<file path="config.mk">
export PLATFORM = sky130hd
export DESIGN_NAME = dru_ctrl
export DESIGN_NICKNAME = d
export VERILOG_FILES = /design/src/rtl/dru_ctrl_pkg.sv /design/src/rtl/dru_ctrl_runlen.sv /design/src/rtl/dru_ctrl.sv
export SDC_FILE = /design/constraint.sdc
export NUM_CORES = 1
export LEC_CHECK = 0
export CAP_MARGIN = 20
export CORE_MARGIN = 2
export CORE_UTILIZATION = 47
export CTS_CLUSTER_SIZE = 20
export DETAILED_ROUTE_END_ITERATION = 8
export HOLD_SLACK_MARGIN = 0.02
export PLACE_DENSITY = 0.78
export SLEW_MARGIN = 40
export SYNTH_ARGS = -nofsm -noshare
export SYNTH_HDL_FRONTEND = slang
export SYNTH_SLANG_ARGS = --single-unit
</file>
<file path="constraint.sdc">
create_clock -name i_clk -period 3.6 [get_ports i_clk]
set_clock_uncertainty 0.05 [all_clocks]
set_input_delay 0.72 -clock i_clk [delete_from_list [all_inputs] [get_ports i_clk]]
set_output_delay 0.72 -clock i_clk [all_outputs]
set_load 0.03 [all_outputs]
</file>
<file path="src/rtl/dru_ctrl_pkg.sv">
// Shared types and defaults for the DRU sequencing controller.
//   state_t    : 3-bit FSM state codes exported on o_state
//   gain_set_t : one set of loop gains {g1, g1_p, g2}
//   DEF_*      : default parameter values
//   max4       : used to size the shared phase counter
package dru_ctrl_pkg;

    typedef enum logic [2:0] {
        ST_IDLE   = 3'd0,
        ST_RESET  = 3'd1,
        ST_ACQ    = 3'd2,
        ST_VERIFY = 3'd3,
        ST_TRACK  = 3'd4,
        ST_RELOCK = 3'd5
    } state_t;

    typedef struct packed {
        logic [4:0] g1;
        logic [4:0] g1_p;
        logic [4:0] g2;
    } gain_set_t;

    localparam int unsigned DEF_RST_CYCLES     = 16;
    localparam int unsigned DEF_ACQ_CYCLES     = 4096;
    localparam int unsigned DEF_LOCK_HOLD      = 256;
    localparam int unsigned DEF_ALARM_DEBOUNCE = 64;
    localparam int unsigned DEF_RELOCK_CNT_W   = 8;

    function automatic int unsigned max4(input int unsigned a, input int unsigned b,
                                         input int unsigned c, input int unsigned d);
        int unsigned m;
        m = a;
        if (b > m) m = b;
        if (c > m) m = c;
        if (d > m) m = d;
        return m;
    endfunction

endpackage

</file>
<file path="src/rtl/dru_ctrl_runlen.sv">
// Consecutive-cycle detector.
//   i_clk, i_nrst : clock, asynchronous active-low reset
//   i_inc         : qualifying condition present this cycle
//   i_clr         : restart the run (takes priority over i_inc)
//   o_hit         : run length including the current cycle has reached THRESH
module dru_ctrl_runlen
    import dru_ctrl_pkg::*;
#(
    parameter int unsigned THRESH = DEF_ALARM_DEBOUNCE
) (
    input  logic i_clk,
    input  logic i_nrst,
    input  logic i_inc,
    input  logic i_clr,
    output logic o_hit
);

    localparam int unsigned   CW  = $clog2(THRESH) + 1;
    localparam logic [CW-1:0] THR = CW'(THRESH);

    logic [CW-1:0] r_cnt;
    logic [CW-1:0] w_cnt_nxt;

    // Saturates at THRESH so the counter never wraps on long runs.
    always_comb begin
        w_cnt_nxt = r_cnt;
        if (i_clr)
            w_cnt_nxt = '0;
        else if (i_inc && (r_cnt < THR))
            w_cnt_nxt = r_cnt + 1'b1;
    end

    // Hit looks at the updated count so the decision lands on the THRESH-th cycle.
    assign o_hit = (w_cnt_nxt >= THR);

    always_ff @(posedge i_clk or negedge i_nrst) begin
        if (!i_nrst)
            r_cnt <= '0;
        else
            r_cnt <= w_cnt_nxt;
    end

endmodule

</file>
<file path="src/rtl/dru_ctrl.sv">
// DRU sequencing controller: IDLE -> RESET -> ACQ -> VERIFY -> TRACK, with
// automatic RELOCK on debounced AL_PPM alarms or on request.
//   i_clk, i_nrst        : clock (shared with DRU), asynchronous active-low reset
//   i_enable             : run level; low returns to IDLE
//   i_cfg_*              : center frequency and acq/track gains, snapshotted on
//                          entry to RESET or RELOCK
//   i_relock_req         : pulse, forces RELOCK from VERIFY/TRACK
//   i_pl_req, i_pl_phase : phase-load request, honoured in VERIFY/TRACK
//   i_al_ppm             : DRU frequency alarm
//   o_dru_*, o_center_f, o_g*, o_pl, o_phase_in : registered DRU controls
//   o_locked, o_state, o_relock_cnt             : status
module dru_ctrl
    import dru_ctrl_pkg::*;
#(
    parameter int unsigned RST_CYCLES     = DEF_RST_CYCLES,
    parameter int unsigned ACQ_CYCLES     = DEF_ACQ_CYCLES,
    parameter int unsigned LOCK_HOLD      = DEF_LOCK_HOLD,
    parameter int unsigned ALARM_DEBOUNCE = DEF_ALARM_DEBOUNCE,
    parameter int unsigned RELOCK_CNT_W   = DEF_RELOCK_CNT_W
) (
    input  logic                    i_clk,
    input  logic                    i_nrst,
    input  logic                    i_enable,
    input  logic [36:0]             i_cfg_center_f,
    input  logic [4:0]              i_cfg_g1_acq,
    input  logic [4:0]              i_cfg_g1p_acq,
    input  logic [4:0]              i_cfg_g2_acq,
    input  logic [4:0]              i_cfg_g1_trk,
    input  logic [4:0]              i_cfg_g1p_trk,
    input  logic [4:0]              i_cfg_g2_trk,
    input  logic                    i_relock_req,
    input  logic                    i_pl_req,
    input  logic [31:0]             i_pl_phase,
    input  logic                    i_al_ppm,
    output logic                    o_dru_rst,
    output logic                    o_dru_rst_freq,
    output logic                    o_dru_en,
    output logic [36:0]             o_center_f,
    output logic [4:0]              o_g1,
    output logic [4:0]              o_g1_p,
    output logic [4:0]              o_g2,
    output logic                    o_pl,
    output logic [31:0]             o_phase_in,
    output logic                    o_locked,
    output logic [2:0]              o_state,
    output logic [RELOCK_CNT_W-1:0] o_relock_cnt
);

    localparam int unsigned CNT_W =
        $clog2(max4(RST_CYCLES, ACQ_CYCLES, LOCK_HOLD, ALARM_DEBOUNCE)) + 1;
    localparam logic [CNT_W-1:0] RST_LOAD = CNT_W'(RST_CYCLES - 1);
    localparam logic [CNT_W-1:0] ACQ_LOAD = CNT_W'(ACQ_CYCLES - 1);

    state_t              r_state;
    state_t              w_next;
    logic [CNT_W-1:0]    r_cnt;
    logic [CNT_W-1:0]    w_cnt_nxt;

    logic [36:0]         r_snap_cf;
    gain_set_t           r_snap_acq;
    gain_set_t           r_snap_trk;
    logic [36:0]         w_snap_cf;
    gain_set_t           w_snap_acq;
    gain_set_t           w_snap_trk;
    logic                w_take;

    logic                w_rl_active;
    logic                w_alarm_clr;
    logic                w_clean_clr;
    logic                w_clean_inc;
    logic                w_alarm_hit;
    logic                w_clean_hit;
    logic                w_relock_go;
    logic                w_relock_entry;
    logic                w_pl_accept;

    logic                w_rst;
    logic                w_rst_freq;
    logic                w_en;
    gain_set_t           w_gains;
    logic                w_locked;

    logic                r_dru_rst;
    logic                r_dru_rst_freq;
    logic                r_dru_en;
    logic [36:0]         r_center_f;
    gain_set_t           r_gains;
    logic                r_pl;
    logic [31:0]         r_phase_in;
    logic                r_locked;
    logic [RELOCK_CNT_W-1:0] r_relock_cnt;

    // Run-length detectors only count while the loop is being judged; outside
    // VERIFY/TRACK they are held clear, which gives the clear-on-VERIFY-entry.
    assign w_rl_active = (r_state == ST_VERIFY) || (r_state == ST_TRACK);
    assign w_alarm_clr = !w_rl_active || !i_al_ppm;
    assign w_clean_clr = !w_rl_active || i_al_ppm;
    assign w_clean_inc = !i_al_ppm;

    dru_ctrl_runlen #(.THRESH(ALARM_DEBOUNCE)) u_alarm (
        .i_clk (i_clk),
        .i_nrst(i_nrst),
        .i_inc (i_al_ppm),
        .i_clr (w_alarm_clr),
        .o_hit (w_alarm_hit)
    );

    dru_ctrl_runlen #(.THRESH(LOCK_HOLD)) u_clean (
        .i_clk (i_clk),
        .i_nrst(i_nrst),
        .i_inc (w_clean_inc),
        .i_clr (w_clean_clr),
        .o_hit (w_clean_hit)
    );

    assign w_relock_go = i_relock_req || w_alarm_hit;

    // State register, phase counter and configuration snapshot.
    always_ff @(posedge i_clk or negedge i_nrst) begin
        if (!i_nrst) begin
            r_state    <= ST_IDLE;
            r_cnt      <= '0;
            r_snap_cf  <= '0;
            r_snap_acq <= '0;
            r_snap_trk <= '0;
        end else begin
            r_state    <= w_next;
            r_cnt      <= w_cnt_nxt;
            r_snap_cf  <= w_snap_cf;
            r_snap_acq <= w_snap_acq;
            r_snap_trk <= w_snap_trk;
        end
    end

    // Next-state logic; the shared counter counts down to 0 in RESET/ACQ/RELOCK.
    always_comb begin
        w_next    = r_state;
        w_cnt_nxt = r_cnt;
        if (!i_enable) begin
            w_next    = ST_IDLE;
            w_cnt_nxt = '0;
        end else begin
            unique case (r_state)
                ST_IDLE: begin
                    w_next    = ST_RESET;
                    w_cnt_nxt = RST_LOAD;
                end
                ST_RESET, ST_RELOCK: begin
                    if (r_cnt == '0) begin
                        w_next    = ST_ACQ;
                        w_cnt_nxt = ACQ_LOAD;
                    end else begin
                        w_cnt_nxt = r_cnt - 1'b1;
                    end
                end
                ST_ACQ: begin
                    if (r_cnt == '0) begin
                        w_next    = ST_VERIFY;
                        w_cnt_nxt = '0;
                    end else begin
                        w_cnt_nxt = r_cnt - 1'b1;
                    end
                end
                ST_VERIFY: begin
                    if (w_relock_go) begin
                        w_next    = ST_RELOCK;
                        w_cnt_nxt = RST_LOAD;
                    end else if (w_clean_hit) begin
                        w_next = ST_TRACK;
                    end
                end
                ST_TRACK: begin
                    if (w_relock_go) begin
                        w_next    = ST_RELOCK;
                        w_cnt_nxt = RST_LOAD;
                    end
                end
                default: begin
                    w_next    = ST_IDLE;
                    w_cnt_nxt = '0;
                end
            endcase
        end
    end

    // Output decode is driven from the next state so every registered output
    // lines up with the o_state value shown in the same cycle.
    always_comb begin
        w_take = ((w_next == ST_RESET)  && (r_state != ST_RESET)) ||
                 ((w_next == ST_RELOCK) && (r_state != ST_RELOCK));
        w_snap_cf  = r_snap_cf;
        w_snap_acq = r_snap_acq;
        w_snap_trk = r_snap_trk;
        if (w_take) begin
            w_snap_cf  = i_cfg_center_f;
            w_snap_acq = '{g1: i_cfg_g1_acq, g1_p: i_cfg_g1p_acq, g2: i_cfg_g2_acq};
            w_snap_trk = '{g1: i_cfg_g1_trk, g1_p: i_cfg_g1p_trk, g2: i_cfg_g2_trk};
        end

        w_relock_entry = (w_next == ST_RELOCK) && (r_state != ST_RELOCK);
        // A relock in the same cycle swallows the phase-load request.
        w_pl_accept    = i_pl_req && w_rl_active && (w_next != ST_RELOCK);

        w_rst      = 1'b1;
        w_rst_freq = 1'b1;
        w_en       = 1'b0;
        w_gains    = '0;
        w_locked   = 1'b0;
        unique case (w_next)
            ST_IDLE: ;
            ST_RESET: begin
                w_en    = 1'b1;
                w_gains = w_snap_acq;
            end
            ST_ACQ: begin
                w_rst      = 1'b0;
                w_rst_freq = 1'b0;
                w_en       = 1'b1;
                w_gains    = w_snap_acq;
            end
            ST_VERIFY: begin
                w_rst      = 1'b0;
                w_rst_freq = 1'b0;
                w_en       = 1'b1;
                w_gains    = w_snap_trk;
            end
            ST_TRACK: begin
                w_rst      = 1'b0;
                w_rst_freq = 1'b0;
                w_en       = 1'b1;
                w_gains    = w_snap_trk;
                w_locked   = 1'b1;
            end
            ST_RELOCK: begin
                w_rst   = 1'b0;
                w_en    = 1'b1;
                w_gains = w_snap_acq;
            end
            default: ;
        endcase
    end

    always_ff @(posedge i_clk or negedge i_nrst) begin
        if (!i_nrst) begin
            r_dru_rst      <= 1'b1;
            r_dru_rst_freq <= 1'b1;
            r_dru_en       <= 1'b0;
            r_center_f     <= '0;
            r_gains        <= '0;
            r_pl           <= 1'b0;
            r_phase_in     <= '0;
            r_locked       <= 1'b0;
            r_relock_cnt   <= '0;
        end else begin
            r_dru_rst      <= w_rst;
            r_dru_rst_freq <= w_rst_freq;
            r_dru_en       <= w_en;
            r_center_f     <= w_snap_cf;
            r_gains        <= w_gains;
            r_locked       <= w_locked;
            r_pl           <= w_pl_accept;
            if (w_pl_accept)
                r_phase_in <= i_pl_phase;
            if (w_relock_entry && (r_relock_cnt != '1))
                r_relock_cnt <= r_relock_cnt + 1'b1;
        end
    end

    assign o_dru_rst      = r_dru_rst;
    assign o_dru_rst_freq = r_dru_rst_freq;
    assign o_dru_en       = r_dru_en;
    assign o_center_f     = r_center_f;
    assign o_g1           = r_gains.g1;
    assign o_g1_p         = r_gains.g1_p;
    assign o_g2           = r_gains.g2;
    assign o_pl           = r_pl;
    assign o_phase_in     = r_phase_in;
    assign o_locked       = r_locked;
    assign o_state        = r_state;
    assign o_relock_cnt   = r_relock_cnt;

endmodule

</file>
## Word level (Yosys, flattened, before mapping)

Index checks and enable logic that the tools add are counted.

- Flip-flop bits (word level): 159
- Bits of input ports: 105
- Output and inout bits: 100
- Word-level logic and storage cells: 90

- Add/sub/neg operators: 4
- $lt $le $gt $ge: 4
- Equal/unequal tests: 15
- Multiplexer cells: 23
- Reductions and logical operators: 23

Operators by type and width:

| operator | number |
|---|---|
| $mux 13 | 4 |
| $pmux 13 s4 | 1 |
| $mux 15 | 2 |
| $pmux 15 s2 | 1 |
| $mux 3 | 6 |
| $mux 9 | 2 |
| $pmux 3 s5 | 1 |
| $mux 7 | 2 |
| $logic_not 13->1 | 1 |
| $sub 13x1->13 const B | 1 |
| $eq 3x2->1 const B | 4 |
| $eq 3x3->1 const B | 4 |
| $add 9x1->9 const B | 1 |
| $ge 9x9->1 const B | 1 |
| $lt 9x9->1 const B | 1 |
| $add 8x1->8 const B | 1 |
| $ne 8x8->1 const B | 1 |
| $add 7x1->7 const B | 1 |
| $ge 7x7->1 const B | 1 |
| $logic_and 1x1->1 | 7 |
| $lt 7x7->1 const B | 1 |
| $eq 3x1->1 const B | 2 |
| $ne 3x3->1 const B | 2 |
| $reduce_or 2->1 | 3 |
| other kinds (9) | 18 |

## Depth between registers and ports, before layout

- Depth after elaboration: 15
- Mapped depth: 13
- Gate-level depth less buffers: 9

## Hierarchy

From an unflattened synthesis, not the netlist that was laid out.

- Cells, all modules: 523
- Area total of the unflattened synthesis: 6795.3 um^2

By module, submodules not included:

| module | times used | cells an instance | area each (um^2) | seq. area each (um^2) |
|---|---|---|---|---|
| dru_ctrl | 1 | 446 | 5998.3 | 3580.9 |
| dru_ctrl_runlen at u_clean | 1 | 44 | 452.9 | 225.2 |
| dru_ctrl_runlen at u_alarm | 1 | 33 | 344.1 | 175.2 |

## Worst setup path before layout

OpenSTA, ideal clock, no wires.

- Path type: reg2reg
- From: register r_cnt[0]
- To: register r_phase_in[10] (netlist: o_phase_in[10])
- Setup time: 125 ps
- Data arrival time: 2749 ps
- Data required time: 3425 ps
- Path slack: 676 ps
- Stages on the path, launching flop included: 13
- Path buffers: 3
- Period minus slack after synthesis: 2924 ps
- Cell sequence: dfrtp_1 -> inv_1 -> ha_1 -> or3b_4 -> and4b_1 -> buf_6 -> o21ai_4 -> nor4_4 -> nand4_4 -> and3_4 -> buf_6 -> buf_12 -> mux2_4

- Longest elaborated chain between the ends: 6
- Elaborated cells between the ends (all ways): 7
- Classes of those cells: eq/ne (1); mux (4); reduce/logical (2)

Ends and longest elaborated chain:

| what | line | text |
|---|---|---|
| from (decl) | dru_ctrl.sv:56 | `logic [CNT_W-1:0] r_cnt;` |
| from (signal assigned) | dru_ctrl.sv:128 | `r_cnt <= w_cnt_nxt;` |
| $logic_not 13->1 (*) | dru_ctrl.sv:149, dru_ctrl.sv:157 |  |
| $mux 3, on equally long branches | dru_ctrl.sv:157, dru_ctrl.sv:149 |  |
| $pmux 3 s5 (*) | dru_ctrl.sv:143 | `unique case (r_state)` |
| $mux 3 (*) | dru_ctrl.sv:139 | `if (!i_enable) begin` |
| $ne 3x3->1 (*) | dru_ctrl.sv:202 | `w_pl_accept = i_pl_req && w_rl_active && (w_next != ST_RELOCK);` |
| $logic_and 1x1->1 (*) | dru_ctrl.sv:202 |  |
| to (signal assigned) | dru_ctrl.sv:263 | `r_phase_in <= i_pl_phase;` |
| to (decl) | dru_ctrl.sv:89 | `logic [31:0] r_phase_in;` |

Every way passes the cells marked *; elsewhere a longest branch is shown, timed or not.
A chain may end at the register's enable or synchronous reset.

==> flow_summary.ini <==
[detailed_routing]
detail-route-antenna-nets = 0
drt-wirelength-per-cell_um = 17.4
drcViolationCount = 0
post_drt_via_cell_ratio = 5.12
drt_pass1_iterations = 4
detail_route.iter0.violations = 264
vias = 4834
totalWireLength_um = 16400

[logic_synthesis]
synth-warning-count = 0
syn_inst = 533
synth_area_leader_cell = dfrtp_1
synth.top_cells.by_area = dfrtp_1, mux2_4, mux2_2
yosys_most_used_dff = dfrtp_1
synth.top_cell.area_share_pct = 57.4
post_synth_instance_area_um2 = 6850
synth.distinct_cells = 59
yosysSeqAreaShare_pct = 58.1
synthesis.nets = 642
synthArstFlopShare_pct = 100
avgSynthCellArea_um2 = 12.8
synth_edf_count = 0
ys_ff_latch = 159

[clock_tree]
clockRootBuffer = clkbuf_16
holdBufCountCts = 0
cts_sinks = 159
insertion_delay_ns = 0.42
post_cts_buffers = 0
ctsHtreeMaxLevel = 4
cts_repair_resize_count = 0
cts-root-to-sink-buffers = 2
path_clk_slew_ns = 0.06
cts_buffers = 17
cts_tree = done

[power]
switchingPower_w = 0.00245
share_comb_of_total_power_pct = 39.2
power.share.switching_pct = 34.4
cellLeakagePower_nw = 4.26
cellInternalPower_w = 0.00468
total_power_draw_w = 0.00714
power.ir.vdd_worst_uv = 368
pwr-share-seq_pct = 36.7
power.share.clock_pct = 24.1
power.density_nw_per_um2 = 739

[critical_path]
start_kind = register
timing.setup.critical_path_class = register to register
critPathTopFamily = simple AND/OR/NAND/NOR gates
crit_buf_inv = 2
timing.critical_path.required_ns = 3.84
critPathArrivalTime_ns = 3.35
slowest_delay_ns = 0.42
cp_cell_sequence = inv_1 -> ha_1 -> or3b_4 -> and4b_1 -> o21ai_4 -> nor4_4 -> and3_4 -> buf_12 -> mux2i_1 -> o22ai_1
critical_path.endpoint_type = register
critical-path-slowest-cell = nor4_4
path_max_fanout = 33

[cells_and_area]
finish.instance_area_um2 = 9660
layout-drive-gt1-share_pct = 16.6
finish.net_count = 858
n_fill_cell = 1027
area_growth_syn_to_layout_pct = 41.0
antenna_cells = 0

[sta]
max_clock_freq_mhz = 321
final-hold-violation-count = 0
worst_slew_pin_slew_ns = 0.664
finalCritPeriodShare_pct = 86.5
finalSetupViolations = 0
setup_ws_ns = 0.488
rsz0062_at_grt = no
slew_headroom_pct = 55.7
drv_slew = 0
post-route-min-period_ns = 3.11
setup_total_negative_slack_ns = 0

[run_status]
outcome = finished, final reports clean

[place]
io_buffers = 204
routabilityCongestion = 0.814
setup_ws_pre_cts_ns = 0.156
dpl-instance-area_um2 = 9090
dp.final_hpwl_um = 11700

[floorplan]
rows = 44
floorplan.die.height_um = 125
top_level_ports = 205
floorplan.die_area_um2 = 15600
die-width_um = 125
effective_utilization_at_floorplan_pct = 47.7
core_region_area_um2 = 14400

[worst_hold_path]
hold_path.class = input port to asynchronous set/reset pin

[global_route]
grt_start_max_net_pins = 85
track_usage_pct = 21.8
wire_length_of_the_first_global_routing_pass_um = 26800
grt.overflow.total = 0
vias_in_the_first_global_route = 5108
antenna_found_initial = 0

[job]
drv.max_cap_violation_count = 0
## metrics by stage
stage / instances / hold slack (ns) / util (%)
after floorplan: 533 / 0.374 / -
after global placement: 914 / 0.409 / 63.3
after CTS: 944 / 0.330 / 67.2
final: 944 / 0.297 / 67.2
after global routing: 944 / 0.345 / 67.2
after detailed placement: 914 / 0.416 / 63.3
## power by group through the flow
stage	registers (W)	logic (W)	clock network (W)
2_1_floorplan	0.00337	0.000873	0
3_3_place_gp	0.00262	0.00274	0
3_5_place_dp	0.00265	0.00280	0
4_1_cts	0.00262	0.00282	0.00176
5_1_grt	0.00269	0.00295	0.00183
6_report	0.00262	0.00279	0.00172
## path summary, 6_finish.rpt
kind                                          start                   endpoint  slack (ns)  cells after the start
max in group asynchronous                    i_nrst   r_snap_trk[13]$_DFF_PN0_        2.37                      2
max                            r_cnt[0]$_DFFE_PN0P_          o_g1[3]$_DFF_PN0_        0.49                     10
min in group i_clk         r_snap_acq[11]$_DFF_PN0_   r_snap_acq[11]$_DFF_PN0_        0.43                      2
max reg2reg                    r_cnt[0]$_DFFE_PN0P_          o_g1[3]$_DFF_PN0_        0.49                     10
min reg2reg                r_snap_acq[11]$_DFF_PN0_   r_snap_acq[11]$_DFF_PN0_        0.43                      2
min                                          i_nrst  o_phase_in[1]$_DFFE_PN0P_        0.30                      1
## cells by family (layout without fill, tap and decap cells)
kind of cell / Yosys count / count (layout) / synth area share, %
DFF: 159 / 159 / 58.1
and+or+nand+nor: 121 / 121 / 9.50
muxes: 101 / 101 / 17.6
AOI/OAI and AO/OA: 68 / 68 / 6.21
buffers and inverters: 59 / 286 / 5.10
xor gates and xnor gates: 21 / 21 / 2.69
adders and majority gates: 4 / 4 / 0.731
## final cells by class
class / instances / area [um^2] / share of cell area (%)
inverter: 36 / 135 / 1.40
clock inverter: 9 / 110 / 1.14
sequential: 159 / 3980 / 41.2
clock buffer: 21 / 450 / 4.66
tap: 184 / 230 / 2.38
multi-input combinational: 315 / 2520 / 26.1
timing repair buffer: 220 / 2230 / 23.1
## cells in the mapped netlist (2+ instances only)
library cell / number
mux2i_1: 31
ha_1: 4
o21ai_1: 2
dfrtp_1: 157
clkbuf_1: 4
mux2_1: 3
or3_1: 4
nand3_1: 6
dfstp_2: 2
nand4_1: 3
nand2b_1: 6
a41oi_1: 2
nand2_1: 23
nor2b_1: 3
or2_2: 2
buf_6: 7
buf_4: 2
and2_1: 5
xnor2_1: 4
a21o_1: 2
xor2_1: 17
o21ai_2: 2
buf_12: 3
a21oi_1: 9
or4_1: 2
buf_2: 6
and3_1: 4
nor3_1: 9
inv_1: 36
mux2_4: 29
nor2_1: 36
nor3b_1: 2
mux2_2: 38
o22ai_1: 15
o21ai_0: 24
o21a_1: 2
nor4_1: 5
## layout by cell type, fill, tap and decap left out, types with 3 or more instances in the layout
cell               n
clkbuf_16         17
inv_1             36
nor2_1            36
ha_1               4
buf_4             11
nand4_1            3
xor2_1            17
o22ai_1           15
mux2_2            38
mux2_1             3
and2_1             5
mux2i_1           31
nand3_1            6
mux2_4            29
or3_1              4
and3_1             3
nand2_1           23
o21ai_0           24
dfrtp_1          157
nor3_1             9
a21oi_1            9
clkinvlp_4         3
buf_12             5
nor2b_1            3
nor4_1             5
clkbuf_1           3
nand2b_1           6
xnor2_1            4
clkdlybuf4s50_1  203
## worst reg2reg max path: stages, from the launching register on
cell and delay [ns]:
dfrtp_1 0.41, inv_1 0.07, ha_1 0.17, or3b_4 0.41, and4b_1 0.33, o21ai_4 0.08, nor4_4 0.42, and3_4 0.39
buf_12 0.24, mux2i_1 0.30, o22ai_1 0.12
## metal layers
layer / wire length [um] / GRT usage [%]
met3: 939 / 5.37
met5: 0 / 0
met2: 8250 / 37.4
met4: 315 / 7.73
met1: 6870 / 26.8
## flip-flops by register name, indices dropped and copies added (netlist names), 3 cells and up
signal / flops
o_center_f: 37
o_phase_in: 32
r_snap_acq: 15
r_snap_trk: 15
r_cnt: 13
u_clean.r_cnt: 9
o_relock_cnt: 8
u_alarm.r_cnt: 7
o_g1: 5
o_g1_p: 5
o_g2: 5
o_state: 3
(Power assumes the default switching activity.)
